`config.mk`:
```
export PLATFORM = sky130hd
export DESIGN_NAME = fetch_unit
export DESIGN_NICKNAME = d
export VERILOG_FILES = /design/src/rtl/fetch_unit_pkg.sv /design/src/rtl/fetch_fifo.sv /design/src/rtl/fetch_unit.sv
export SDC_FILE = /design/constraint.sdc
export NUM_CORES = 1
export LEC_CHECK = 0
export CAP_MARGIN = 20
export CORE_MARGIN = 4
export CORE_UTILIZATION = 45
export DETAILED_ROUTE_END_ITERATION = 6
export PLACE_DENSITY = 0.71
export SYNTH_ARGS = -nofsm -noshare
export SYNTH_HDL_FRONTEND = slang
export SYNTH_SLANG_ARGS = --single-unit
```
`constraint.sdc`:
```
create_clock -name clk -period 5 [get_ports clk]
set_input_delay 0.5 -clock clk [delete_from_list [all_inputs] [get_ports clk]]
set_output_delay 0.5 -clock clk [all_outputs]
set_load 0.01 [all_outputs]
```
`src/rtl/fetch_unit_pkg.sv`:
```
// -----------------------------------------------------------------------------
// fetch_unit_pkg -- shared core defines.
//
// Holds the fetch FSM state encodings and the default reset PC, next to the
// immediate-select and major-opcode constants used by decode.
//
// Build option: FETCH_MISALIGN_TRAP_EN adds the FAULT state (misaligned
// redirect trap). Without it the FSM only has RESET and RUN.
// -----------------------------------------------------------------------------
package fetch_unit_pkg;

    localparam logic [31:0] RESET_PC_DEFAULT = 32'h0000_0000;
    localparam logic [31:0] INST_BYTES       = 32'd4;

    typedef enum logic [1:0] {
        ST_RESET = 2'd0,
        ST_RUN   = 2'd1
`ifdef FETCH_MISALIGN_TRAP_EN
        , ST_FAULT = 2'd2
`endif
    } fetch_state_e;

    // Immediate formats selected by decode / immediate generation.
    typedef enum logic [2:0] {
        IMM_I = 3'd0,
        IMM_S = 3'd1,
        IMM_B = 3'd2,
        IMM_U = 3'd3,
        IMM_J = 3'd4
    } imm_sel_e;

    // Major opcodes (inst[6:0]).
    localparam logic [6:0] OPC_LUI    = 7'b0110111;
    localparam logic [6:0] OPC_AUIPC  = 7'b0010111;
    localparam logic [6:0] OPC_JAL    = 7'b1101111;
    localparam logic [6:0] OPC_JALR   = 7'b1100111;
    localparam logic [6:0] OPC_BRANCH = 7'b1100011;
    localparam logic [6:0] OPC_LOAD   = 7'b0000011;
    localparam logic [6:0] OPC_STORE  = 7'b0100011;
    localparam logic [6:0] OPC_OP_IMM = 7'b0010011;
    localparam logic [6:0] OPC_OP     = 7'b0110011;

    // Sequential successor of a fetch address (wraps modulo 2^32).
    function automatic logic [31:0] next_word(input logic [31:0] pc);
        return pc + INST_BYTES;
    endfunction

endpackage

```
`src/rtl/fetch_fifo.sv`:
```
// -----------------------------------------------------------------------------
// fetch_fifo -- instruction buffer holding {pc, instruction} pairs.
//
// Ports:
//   clk, rst_n         clock, synchronous active-low reset
//   push, push_data    write one entry (caller guarantees not full)
//   pop                remove the head entry (caller guarantees not empty)
//   flush              empty the buffer; wins over push and pop
//   count              number of valid entries
//   head               oldest entry, zero while empty
// -----------------------------------------------------------------------------
module fetch_fifo #(
    parameter int DEPTH = 2,
    parameter int WIDTH = 64
) (
    input  logic                   clk,
    input  logic                   rst_n,
    input  logic                   push,
    input  logic [WIDTH-1:0]       push_data,
    input  logic                   pop,
    input  logic                   flush,
    output logic [$clog2(DEPTH):0] count,
    output logic [WIDTH-1:0]       head
);

    localparam int PTR_W = (DEPTH > 1) ? $clog2(DEPTH) : 1;
    localparam logic [$clog2(DEPTH):0] CNT_ONE = 1;
    localparam logic [PTR_W-1:0]       PTR_ONE = 1;
    localparam logic [PTR_W-1:0]       PTR_MAX = PTR_W'(DEPTH - 1);

    logic [WIDTH-1:0] mem [DEPTH];
    logic [PTR_W-1:0] wr_ptr;
    logic [PTR_W-1:0] rd_ptr;

    function automatic logic [PTR_W-1:0] ptr_inc(input logic [PTR_W-1:0] p);
        return (p == PTR_MAX) ? '0 : p + PTR_ONE;
    endfunction

    // NOTE: state registers use non-blocking assignments so every flop samples
    // the pre-edge value of its neighbours, independent of statement order.
    always_ff @(posedge clk) begin
        if (!rst_n || flush) begin
            wr_ptr <= '0;
            rd_ptr <= '0;
            count  <= '0;
        end else begin
            if (push) wr_ptr <= ptr_inc(wr_ptr);
            if (pop)  rd_ptr <= ptr_inc(rd_ptr);
            case ({push, pop})
                2'b10:   count <= count + CNT_ONE;
                2'b01:   count <= count - CNT_ONE;
                default: count <= count;
            endcase
        end
    end

    // NOTE: the storage array is deliberately not reset; the head is masked to
    // zero while empty, so stale contents are never visible.
    always_ff @(posedge clk) begin
        if (push) mem[wr_ptr] <= push_data;
    end

    assign head = (count != '0) ? mem[rd_ptr] : '0;

endmodule

```
`src/rtl/fetch_unit.sv`:
```
// -----------------------------------------------------------------------------
// fetch_unit -- instruction fetch front end with a small in-order buffer.
//
// Issues sequential word fetches, tracks in-flight requests with a credit
// count so the buffer can never overflow, discards responses that belong to
// fetches made before a redirect, and presents {inst, inst_pc} to decode.
//
// Ports:
//   clk, rst_n                     clock, synchronous active-low reset
//   imem_req_valid/addr/ready      fetch request channel
//   imem_rsp_valid/data            in-order response, no backpressure
//   redirect_valid/pc              taken branch/jump, one-cycle pulse
//   inst_valid/inst/inst_pc        buffered instruction to decode
//   inst_ready                     decode consumes the head
//   fetch_fault                    (FETCH_MISALIGN_TRAP_EN only) sticky trap
//                                  raised by a misaligned redirect target
//
// Build option: FETCH_MISALIGN_TRAP_EN. Without it, redirect_pc[1:0] is
// treated as 2'b00 and there is no fault state.
// -----------------------------------------------------------------------------
module fetch_unit
    import fetch_unit_pkg::*;
#(
    parameter logic [31:0] RESET_PC = RESET_PC_DEFAULT,
    parameter int          DEPTH    = 2
) (
    input  logic        clk,
    input  logic        rst_n,
    output logic        imem_req_valid,
    output logic [31:0] imem_req_addr,
    input  logic        imem_req_ready,
    input  logic        imem_rsp_valid,
    input  logic [31:0] imem_rsp_data,
    input  logic        redirect_valid,
    input  logic [31:0] redirect_pc,
    output logic        inst_valid,
    output logic [31:0] inst,
    output logic [31:0] inst_pc,
    input  logic        inst_ready
`ifdef FETCH_MISALIGN_TRAP_EN
    ,
    output logic        fetch_fault
`endif
);

    localparam int               CNT_W      = $clog2(DEPTH) + 1;
    localparam logic [CNT_W-1:0] CNT_ONE    = 1;
    localparam logic [CNT_W:0]   CREDIT_CAP = (CNT_W + 1)'(DEPTH);

    fetch_state_e     state;
    fetch_state_e     state_next;
    logic [31:0]      fetch_pc;
    logic [31:0]      rsp_pc;       // pc of the next response that will be kept
    logic [31:0]      target_pc;
    logic [CNT_W-1:0] outstanding;
    logic [CNT_W-1:0] drop_cnt;
    logic [CNT_W-1:0] count;
    logic [CNT_W-1:0] in_flight_next;
    logic [63:0]      head;
    logic             accept;
    logic             rsp_stale;
    logic             redirect_take;
    logic             push;
    logic             pop;

    // Credits: in-flight requests plus buffered entries never exceed DEPTH.
    assign imem_req_valid = (state == ST_RUN) &&
                            (({1'b0, outstanding} + {1'b0, count}) < CREDIT_CAP);
    assign imem_req_addr  = fetch_pc;
    assign accept         = imem_req_valid && imem_req_ready;

    assign redirect_take  = redirect_valid && (state == ST_RUN);
    assign rsp_stale      = (drop_cnt != '0);

    // A response in the redirect cycle is discarded along with the buffer.
    assign push = imem_rsp_valid && !rsp_stale && !redirect_take && (state == ST_RUN);
    assign pop  = inst_valid && inst_ready && !redirect_take;

    // Requests still in flight after this edge; on a redirect all of them
    // belong to the abandoned path.
    assign in_flight_next = outstanding + CNT_W'(accept) - CNT_W'(imem_rsp_valid);

`ifdef FETCH_MISALIGN_TRAP_EN
    logic trap;
    assign target_pc = redirect_pc;
    assign trap      = redirect_take && (redirect_pc[1:0] != 2'b00);
`else
    assign target_pc = redirect_pc & ~32'h3;
`endif

    always_ff @(posedge clk) begin
        if (!rst_n) state <= ST_RESET;
        else        state <= state_next;
    end

    // NOTE: every output of a combinational block gets a default first, so no
    // path through the case leaves it unassigned and no latch is inferred.
    always_comb begin
        state_next = state;
        unique case (state)
            ST_RESET: state_next = ST_RUN;
`ifdef FETCH_MISALIGN_TRAP_EN
            ST_RUN:   if (trap) state_next = ST_FAULT;
`endif
            default:  state_next = state;
        endcase
    end

    always_ff @(posedge clk) begin
        if (!rst_n) begin
            fetch_pc    <= RESET_PC;
            rsp_pc      <= RESET_PC;
            outstanding <= '0;
            drop_cnt    <= '0;
        end else begin
            outstanding <= in_flight_next;
            if (redirect_take) begin
                fetch_pc <= target_pc;
                rsp_pc   <= target_pc;
                drop_cnt <= in_flight_next;
            end else begin
                if (accept) fetch_pc <= next_word(fetch_pc);
                if (push)   rsp_pc   <= next_word(rsp_pc);
                if (imem_rsp_valid && rsp_stale) drop_cnt <= drop_cnt - CNT_ONE;
            end
        end
    end

`ifdef FETCH_MISALIGN_TRAP_EN
    always_ff @(posedge clk) begin
        if (!rst_n)    fetch_fault <= 1'b0;
        else if (trap) fetch_fault <= 1'b1;
    end
`endif

    fetch_fifo #(
        .DEPTH (DEPTH),
        .WIDTH (64)
    ) u_fifo (
        .clk       (clk),
        .rst_n     (rst_n),
        .push      (push),
        .push_data ({rsp_pc, imem_rsp_data}),
        .pop       (pop),
        .flush     (redirect_take),
        .count     (count),
        .head      (head)
    );

    assign inst_valid = (count != '0);
    assign inst_pc    = head[63:32];
    assign inst       = head[31:0];

endmodule

```
==> results.md, run 1 <==
* I/O pin count at 168
* PwrDens at approximately 330 mW/mm²
* Port buffer count at roughly 160
* Layout Cells excl Fill at ~1100
* Worst Hold Path EP: u_fifo.mem[1][50]
* CTS root buffer: clkbuf_16
* Synth top area cells: edfxtp_1, dfxtp_1, mux2i_1
* Worst Hold Depth at 0
* Diodes inserted at 0
* Final WL at 19.3 mm
* Nets at approximately 940
* Critical Path Fanout Max at 62
* Hold_sp: rsp_pc[18]
* Critical Path AT at ~2400 ps
* Gr ovfl total at 0
* Status: finished, final reports clean
* Largest family of logic cells by synthesized area: simple AND/OR/NAND/NOR gates
* Req. time, crit path at about 4500 ps
* Drt initial violations at around 350
* Vias/cell at 5.50
* Worst hold slack at roughly 500 ps
* Drt pass-1 iters at 5
* Area grow syn2layout at 28.3%
* EDFF count, synth at roughly 120
* Total leakage power at approximately 0.0034 µW
* Max Root-Sink Buffers at 2
* Headroom to the max-slew limit at 0.280
* Final setup margin at a little over 2000 ps
* GP Congestion at ~0.90
* Compound-cell area share of the yosys netlist at 0.0787
* Syn. warnings at 0
* Cell taking the most area after synthesis: edfxtp_1
* Period utilisation layout at 0.586
* Worst slew pin tran at 1080 ps
* CTS-repair resized insts at 0
* Total GRT Usage at 0.186
* Vias in the first global route at approximately 5800
* Hpwl dp at roughly 13 mm
* Setup slack, reg-to-reg at 2210 ps
* Synth Area in Simple Gates at 0.142
* Register Area at 0.00513 mm²
* FP Rows at 49
* Mapped cell area at 0.00835 mm²
* Area share of the largest cell type after synthesis at 0.446
* Initial core utilization at 0.462
* CTS tree: built
* Yosys reg bits at 194
* # fillers at roughly 1500
* Setup WS pre-CTS at ~1600 ps
* Syn Area/Cell at about 12 µm²
* Min Tclk post-route at just under 3000 ps
* Netlist cell types at 54
* Peak supply drop at 228 µV
* First-pass GRT wire length at around 30 mm
* Unrepaired setup endpoints after global routing: no
* Antenna-violating nets left at 0
* Vias at 6086
* Die Height at ~140 µm
* Synth Area in XOR/XNOR at 0.0493
* Max-cap violations at 0
* Cell count after synthesis at between 700 and 800
* Mux contribution to synthesized area at 0.0781
* Clk sinks at approximately 190
* DR WL/cell at about 17 µm
* Reg2reg path depth at 7
* H-tree depth at 4
* Async S/R FF share, synth at 0
* Pin count of the biggest net entering global routing at 64
* Capturing point of the worst reg2reg path: imem_req_addr[27]
* Area of the multi-input gates at 0.00304 mm²
* Worst r2r src: u_fifo.count[0]
* Postcts setup bufs at 0
* Setup TNS at 0 ps
* Placed insts at between 1000 and 1500
* DRC at 0
* Max Freq at about 340 MHz
* Worst hold path class: register to register
* Kind of critical path: register to primary output
* Core box area at 0.0181 mm²
* Clock latency on the worst-skew pair at between 400 and 500 ps
* Clock skew at approximately 14 ps
* Die X-Extent at approximately 140 µm
* Clock transition at path regs at 60 ps
* Crit path capture type: primary output
* Seq/Total Area, Yosys at 0.614
* Dominant synthesized flop cell: edfxtp_1
* Final Hold Fails at 0
* Antenna violations before repair at 0
* Total clock buffers created by CTS at 17
* CP Launch Type: register
* Share of layout cells above drive strength 1 at 0.0569
* Final setup violation count at 0
* Post-Synth Adder-Cell Area at 0.0114
* CTS Hold Bufs at 0
* Final Max Tran Viols at 0
* Die ar. at around 0.021 mm²
==> synth_stat cells, drive strengths merged, types with 3 or more instances <==
cell and n:
or3 5, a311oi 4, nand4 14, nor3 15, a21oi 50, o21ai 34
or4 5, dfxtp 70, and2 8, o21a 3, o31ai 3, buf 9
o211ai 3, ha 6, nor2 86, and3 6, nand2 34, clkbuf 30
and4 7, a31oi 4, mux2i 64, inv 13, xnor2 37, nor4 20
edfxtp 124, xor2 10, nand3 28
==> cell families after synthesis <==
family                     count (synthesis)
and+or+nand+nor                          235
adders and majority gates                  7
AOI/OAI and AO/OA                        114
other                                      1
muxes                                     65
buffers and inverters                     52
DFF                                      194
xor gates and xnor gates                  47
==> state kept, by name, summed over array words and instances (netlist names), named ones only <==
name           cells
u_fifo.count       2
outstanding        2
u_fifo.mem       124
imem_req_addr     30
u_fifo.wr_ptr      1
drop_cnt           2
rsp_pc            30
state              1
u_fifo.rd_ptr      1
==> layer usage <==
metal  wire [µm]  share of wire  GRT usage  vias up
met2        8380           0.44      0.274      235
met4         243          0.013     0.0619        0
met5           0              0          0        -
met3        1450          0.075     0.0433       20
li1            -              -          -     2931
met1        9180           0.48      0.273     2900
==> worst max-delay path, stage by stage, from the launching register on <==
cell	delay (ps)
dfxtp_4	1060
mux2i_1	180
nor2_1	150
clkdlybuf4s50_1	610
==> cell type report <==
type                            count  area share
Inverter                           13     0.00455
Sequential cell                   194       0.479
Tap cell                          229      0.0267
Clock inverter                     14      0.0109
Clock buffer                       18      0.0400
Timing Repair Buffer              167       0.156
Multi-Input combinational cell    472       0.284
==> power breakdown <==
part | switching (µW) | internal, µW
Clock | 576 | 683
Sequential | 80.3 | 1780
Combinational | 183 | 205
Total | 839 | 2670
==> stage by stage <==
stage,instance area [µm²],power (µW),util
2_1_floorplan,8360,2080,-
3_3_place_gp,10200,2270,0.562
3_5_place_dp,10200,2280,0.562
4_1_cts,10700,3540,0.593
5_1_grt,10700,3650,0.593
6_report,10700,3510,0.593
==> worst max-delay path by stage <==
stage | start | end | slack (ps) | cells past startpoint
CTS | register | inst_pc[24] | 2010 | 3
detailed placement | redirect_valid | u_fifo.mem[0][22] | 1630 | 5
global route | register | inst_pc[23] | 1860 | 3
finish | register | inst_pc[11] | 2070 | 3
global placement | redirect_valid | u_fifo.mem[0][22] | 1680 | 5
floorplan | redirect_valid | u_fifo.mem[0][0] | 1080 | 3
==> layout by cell type (no fill, tap or decap), types with 27 or more instances in the layout <==
master           count
nand2_1             33
dfxtp_1             69
nand3_1             27
mux2i_1             64
xnor2_1             37
o21ai_0             33
a21oi_1             50
clkdlybuf4s50_1    161
edfxtp_1           124
nor2_1              84
Power figures use the tool's default switching activity.
==> inputs of run 2 (changes only) <==
--- a/config.mk
+++ b/config.mk
@@ -9,7 +9,7 @@
 export CORE_MARGIN = 4
 export CORE_UTILIZATION = 45
 export DETAILED_ROUTE_END_ITERATION = 6
-export PLACE_DENSITY = 0.71
+export PLACE_DENSITY = 0.74
 export SYNTH_ARGS = -nofsm -noshare
 export SYNTH_HDL_FRONTEND = slang
 export SYNTH_SLANG_ARGS = --single-unit
==> constraint.sdc (replaced) <==
create_clock -name clk -period 2.5 [get_ports clk]
set_input_delay 0.25 -clock clk [delete_from_list [all_inputs] [get_ports clk]]
set_output_delay 0.25 -clock clk [all_outputs]
set_load 0.01 [all_outputs]
==> run 2 against run 1 <==
  * First-iteration DRC count up 28%
  * Worst hold slack lost 100 ps
  * Largest power group unchanged
  * Via count rose by 2.4%
  * Critical endpoint is now imem_req_addr[25]
  * Register-to-register slack worse by 2200 ps
  * Cell area rose by 3.2%
  * Clock-buffer cell count is 5 higher
  * Sequential power up 99%
  * Die area unchanged
==> results.md, run 2 (synthesized netlist as in run 1, its figures left out) <==
* Status: finished, final reports clean
* CTS Hold Bufs at 0
* Tot Pwr at between 7000 and 8000 µW
* DR top layer: met4
* Headroom to the max-slew limit at 0.613
* Die ar. at 0.0208 mm²
* Drt initial violations at between 400 and 500
* Drt pass-1 iters at 6
* Period utilisation layout at 0.994
* Kind of critical path: register to register
* Nets at about 970
* Port buffer count at between 150 and 200
* Max FFs per register at roughly 120
* Most common cell after layout, fill and taps aside: clkdlybuf4s50_1
* Total GRT Usage at 0.196
* Vias in the first global route at approximately 6300
* Antenna-violating nets left at 0
* # fillers at 1413
* CP Launch Type: register
* Capturing point of the worst reg2reg path: imem_req_addr[25]
* PwrDens at 656 mW/mm²
* CTS tree: built
* Top reg by flops: u_fifo.mem
* GP Congestion at 0.932
* Max incr delay on CP at between 500 and 600 ps
* Max Root-Sink Buffers at 2
* Critical Path Fanout Max at 6
* Crit-path cells: and2_4 > fa_1 > and4bb_2 > inv_2 > or4_4 > or3_1 > a31oi_1
* Worst slew pin tran at around 570 ps
* Routed wl met3 at between 1.5 and 2 mm
* Core box area at between 0.015 and 0.02 mm²
* Clock transition at path regs at approximately 70 ps
* Vias at between 6000 and 7000
* I/O pin count at around 170
* Final Hold Fails at 0
* FP Rows at 49
* Hpwl dp at 13.8 mm
* Most frequent cells in the layout: clkdlybuf4s50_1, edfxtp_1, nor2_1, dfxtp_1, mux2i_1
* Min Tclk post-route at 2490 ps
* Clock skew at between 15 and 20 ps
* Diodes inserted at 0
* Final WL at around 20 mm
* Clock latency on the worst-skew pair at 430 ps
* Critical Path AT at between 2000 and 3000 ps
* DRT met1 WL at around 9 mm
* Final instance area at between 0.01 and 0.015 mm²
* DR WL/cell at ~17 µm
* Wire length on met2 at between 8 and 9 mm
* Final setup violation count at 0
* Total clock buffers created by CTS at 17
* Worst Hold Depth at 1
* Pin count of the biggest net entering global routing at 63
* Crit path max-delay family: simple AND/OR/NAND/NOR gates
* CTS root buffer: clkbuf_16
* Reg2reg path depth at 7
* Req. time, crit path at around 2900 ps
* Die X-Extent at 144 µm
* Worst hold path class: input pin to register
* H-tree depth at 4
* DRC at 0
* Die Height at around 140 µm
* Worst r2r src: outstanding[0]
* Area grow syn2layout at 32.5%
* CP bufs+invs at 1
* Initial core utilization at 0.462
* Final Max Tran Viols at 0
* Antenna violations before repair at 0
* First-pass GRT wire length at roughly 32 mm
* Crit path capture type: register
* Max Freq at approximately 400 MHz
* Gr ovfl total at 0
* Post-DP Area at approximately 0.010 mm²
* Worst Hold Path EP: u_fifo.mem[1][6]
* Clk sinks at 194
* Vias/cell at 5.49
* Share of layout cells above drive strength 1 at 0.0950
* Total leakage power at approximately 0.0035 µW
* Slowest stage cell on the critical path: or4_4
* Hold_sp: imem_rsp_data[6]
* Setup slack, reg-to-reg at 10 ps
* Peak supply drop at 476 µV
* Unrepaired setup endpoints after global routing: yes
* Max-cap violations at 0
run 2: layout make-up:
class                   count  area [µm²]  area share
repair buffers            194        1930       0.175
clock inverters             9        91.3     0.00826
inverters                  13        48.8     0.00441
multi-input cells         472        3070       0.278
clock buffers              23         500      0.0452
flip-flops and latches    194        5130       0.464
well taps                 229         287      0.0259
run 2: power by group:
part | internal, µW | switching [µW] | total, µW
registers | 3560 | 144 | 3700
clock network | 1530 | 1160 | 2690
logic | 455 | 404 | 859
total | 5550 | 1700 | 7250
run 2: metal layers:
metal,track usage,vias up
met3,0.0532,18
li1,-,3004
met1,0.263,2949
met2,0.314,259
met4,0.0579,0
met5,0,-
run 2: worst max-delay path by stage:
stage,start,to,slack (ps),cells past startpoint
final,outstanding[0],imem_req_addr[25],10,7
after floorplan,u_fifo.count[0],imem_req_addr[25],30,8
after detailed placement,outstanding[0],imem_req_addr[27],70,7
after CTS,outstanding[0],imem_req_valid,9,4
after global routing,outstanding[0],drop_cnt[1],-100,11
after global placement,outstanding[0],imem_req_addr[27],100,7
run 2: through the flow:
step / utilization / TNS, ps / cells / worst slack [ps] / hold WS [ps]
after global routing: 0.612 / -276 / 1134 / -97.9 / 385
final: 0.612 / 0 / 1134 / 14.5 / 399
after floorplan: - / 0 / 718 / 29.5 / 349
after detailed placement: 0.576 / 0 / 1100 / 69.7 / 488
after global placement: 0.576 / 0 / 1100 / 104 / 484
after CTS: 0.609 / 0 / 1132 / 8.82 / 382
run 2: repair_timing:
| action | in CTS | in global routing |
|---|---|---|
| setup endpoints to repair | 0 | 7 |
| setup buffers | 0 | 2 |
| hold endpoints to repair | 0 | 0 |
| resized for setup | 0 | 8 |
==> inputs of run 3 (changes only) <==
--- a/config.mk
+++ b/config.mk
@@ -7,9 +7,10 @@
 export LEC_CHECK = 0
 export CAP_MARGIN = 20
 export CORE_MARGIN = 4
-export CORE_UTILIZATION = 45
+export CORE_UTILIZATION = 40
 export DETAILED_ROUTE_END_ITERATION = 6
-export PLACE_DENSITY = 0.74
+export PLACE_DENSITY = 0.67
+export REMOVE_ABC_BUFFERS = 1
 export SYNTH_ARGS = -nofsm -noshare
 export SYNTH_HDL_FRONTEND = slang
 export SYNTH_SLANG_ARGS = --single-unit
==> run 3 against run 2 <==
  * The flow now finishes with violations (negative setup slack)
  * Sequential power hardly changed
  * Utilization is 6.6 points lower
  * Clock power is 6% lower
  * Wire length is 4.5% higher
  * Critical path depth stayed put
  * Die area is 12% higher
  * Final cell count is 4.1% higher
  * Combinational power is 1% higher
  * Worst hold slack better by 2.4 ps
  * Worst setup slack worse by 18 ps
  * First-iteration DRC count is 21% lower
  * Sequential cell count stayed put
==> results.md, run 3 (synthesized netlist as in run 1, its figures left out) <==
* CTS root buffer: clkbuf_16
* Worst slew pin tran at around 590 ps
* Max incr delay on CP at around 570 ps
* Critical Path AT at ~2900 ps
* Max Root-Sink Buffers at 2
* Clock transition at path regs at 80 ps
* Clk sinks at just under 200
* Placed insts at between 1000 and 1500
* Top reg by flops: u_fifo.mem
* Total GRT Usage at 0.175
* Critical path depth at 7
* First-pass GRT wire length at around 32 mm
* Clock network power share at 0.357
* Final setup margin at -3.69 ps
* Max Freq at about 400 MHz
* Setup slack, reg-to-reg at -4 ps
* Vias/cell at around 5.3
* CP startpoint: outstanding[0]
* Capturing point of the worst reg2reg path: imem_req_addr[27]
* DR WL/cell at between 15 and 20 µm
* Max FFs per register at between 100 and 150
* Crit path capture: imem_req_addr[27]
* PwrDens at 640 mW/mm²
* Port buffer count at 161
* Pin count of the biggest net entering global routing at 63
* Period utilisation layout at 1.00
* Post-DP Area at between 0.01 and 0.015 mm²
* Crit path capture type: register
* Pint at 5320 µW
* Area grow syn2layout at 33.1%
* DRC at 0
* Kind of critical path: register to register
* Crit-path cells: and2_4 > fa_1 > and4bb_2 > inv_2 > or4_4 > or3_1 > a31oi_1
* Worst hold path class: input pin to register
* Critical Path Fanout Max at 6
* Gr ovfl total at 0
* I/O pin count at 168
* Req. time, crit path at between 2000 and 3000 ps
* Clock skew at ~11 ps
* Final WL at approximately 21 mm
* Post-layout util at 0.546
* Headroom to the max-slew limit at 0.607
* Total leakage power at between 0.003 and 0.004 µW
* Reg2reg path depth at 7
* Sequential power share at 0.521
* Failing checks: negative setup slack
* Die Height at 152 µm
* FP Rows at between 50 and 60
* Status: finished with violations
* Most common cell after layout, fill and taps aside: clkdlybuf4s50_1
* Layout Cells excl Fill at around 1200
* Antenna violations before repair at 0
* Nets at approximately 970
* Comb pwr share at 0.122
* H-tree depth at 4
* Min Tclk post-route at about 2500 ps
* Final setup violation count at 1
* Worst hold slack at around 400 ps
* Peak supply drop at 476 µV
* Clock latency on the worst-skew pair at roughly 430 ps
* Initial core utilization at 0.410
* Core box area at between 0.02 and 0.025 mm²
* Share of layout cells above drive strength 1 at 0.0989
* GP Congestion at between 0.8 and 0.9
* Diodes inserted at 0
* Total clock buffers created by CTS at 17
* Crit path max-delay family: simple AND/OR/NAND/NOR gates
* Drt pass-1 iters at 5
* Vias at 6223
* Final instance area at around 0.011 mm²
* Die ar. at roughly 0.023 mm²
* Final Hold Fails at 0
* Max-cap violations at 0
* CP Launch Type: register
* CTS tree: built
* Switching Power at between 1500 and 2000 µW
* Die X-Extent at approximately 150 µm
* Sw Share at 0.252
* Antenna-violating nets left at 0
* Drt initial violations at about 360
* Hpwl dp at ~15 mm
* Most frequent cells in the layout: clkdlybuf4s50_1, edfxtp_1, nor2_1, dfxtp_1, mux2i_1
* CP bufs+invs at 1
* Vias in the first global route at between 6000 and 7000
* Worst r2r src: outstanding[0]
* Final Max Tran Viols at 0
* Slowest stage cell on the critical path: or4_4
* Unrepaired setup endpoints after global routing: yes
-- run 3: final cells by class --
type / count / area (µm²)
clock buffer: 17 / 425
clock inverter: 15 / 125
fill: 1727 / 9250
inverter: 13 / 48.8
multi-input combinational: 472 / 3060
sequential: 194 / 5130
tap: 270 / 338
timing repair buffer: 199 / 1990
-- run 3: timing repair --
action	4_1_cts	5_1_grt
hold buffers	0	0
gates resized for setup	0	7
endpoints found under the setup margin	0	9
setup buffers	0	2
-- run 3: worst min path at each step --
stage,startpoint,end,cells after the start
2_1_floorplan,rst_n,state[0],0
3_3_place_gp,rsp_pc[18],u_fifo.mem[0][50],0
3_5_place_dp,rsp_pc[18],u_fifo.mem[1][50],0
4_1_cts,imem_rsp_data[15],u_fifo.mem[0][15],1
5_1_grt,imem_rsp_data[14],u_fifo.mem[1][14],1
6_report,imem_rsp_data[30],u_fifo.mem[1][30],1
-- run 3: worst reg2reg max path: stages (launching register included) --
cell and delay [ps]:
dfxtp_2 330, and2_4 150, fa_1 450, and4bb_2 360, inv_2 70, or4_4 570, or3_1 360, a31oi_1 150
-- run 3: metrics by stage --
stage	setup slack, ps	setup TNS, ps	total power (µW)
final	-3.69	-3.69	7110
after CTS	39.6	0	7150
after global placement	105	0	4610
after global routing	-59.0	-184	7420
after detailed placement	64.9	0	4630
after floorplan	-1650	-153550	4140
-- run 3: power by group through the flow --
stage               logic [µW]  registers (µW)  clock network (µW)
global route               949            3720                2740
finish                     870            3700                2540
detailed placement         858            3770                   0
CTS                        863            3700                2590
floorplan                  379            3760                   0
global placement           848            3760                   0
-- run 3: per-layer routing --
metal	global-route usage	up-vias	routed length, µm
met4	0.0492	0	306
met5	0	-	0
met1	0.232	2982	9250
li1	-	2991	-
met2	0.288	228	9920
met3	0.0437	22	1190
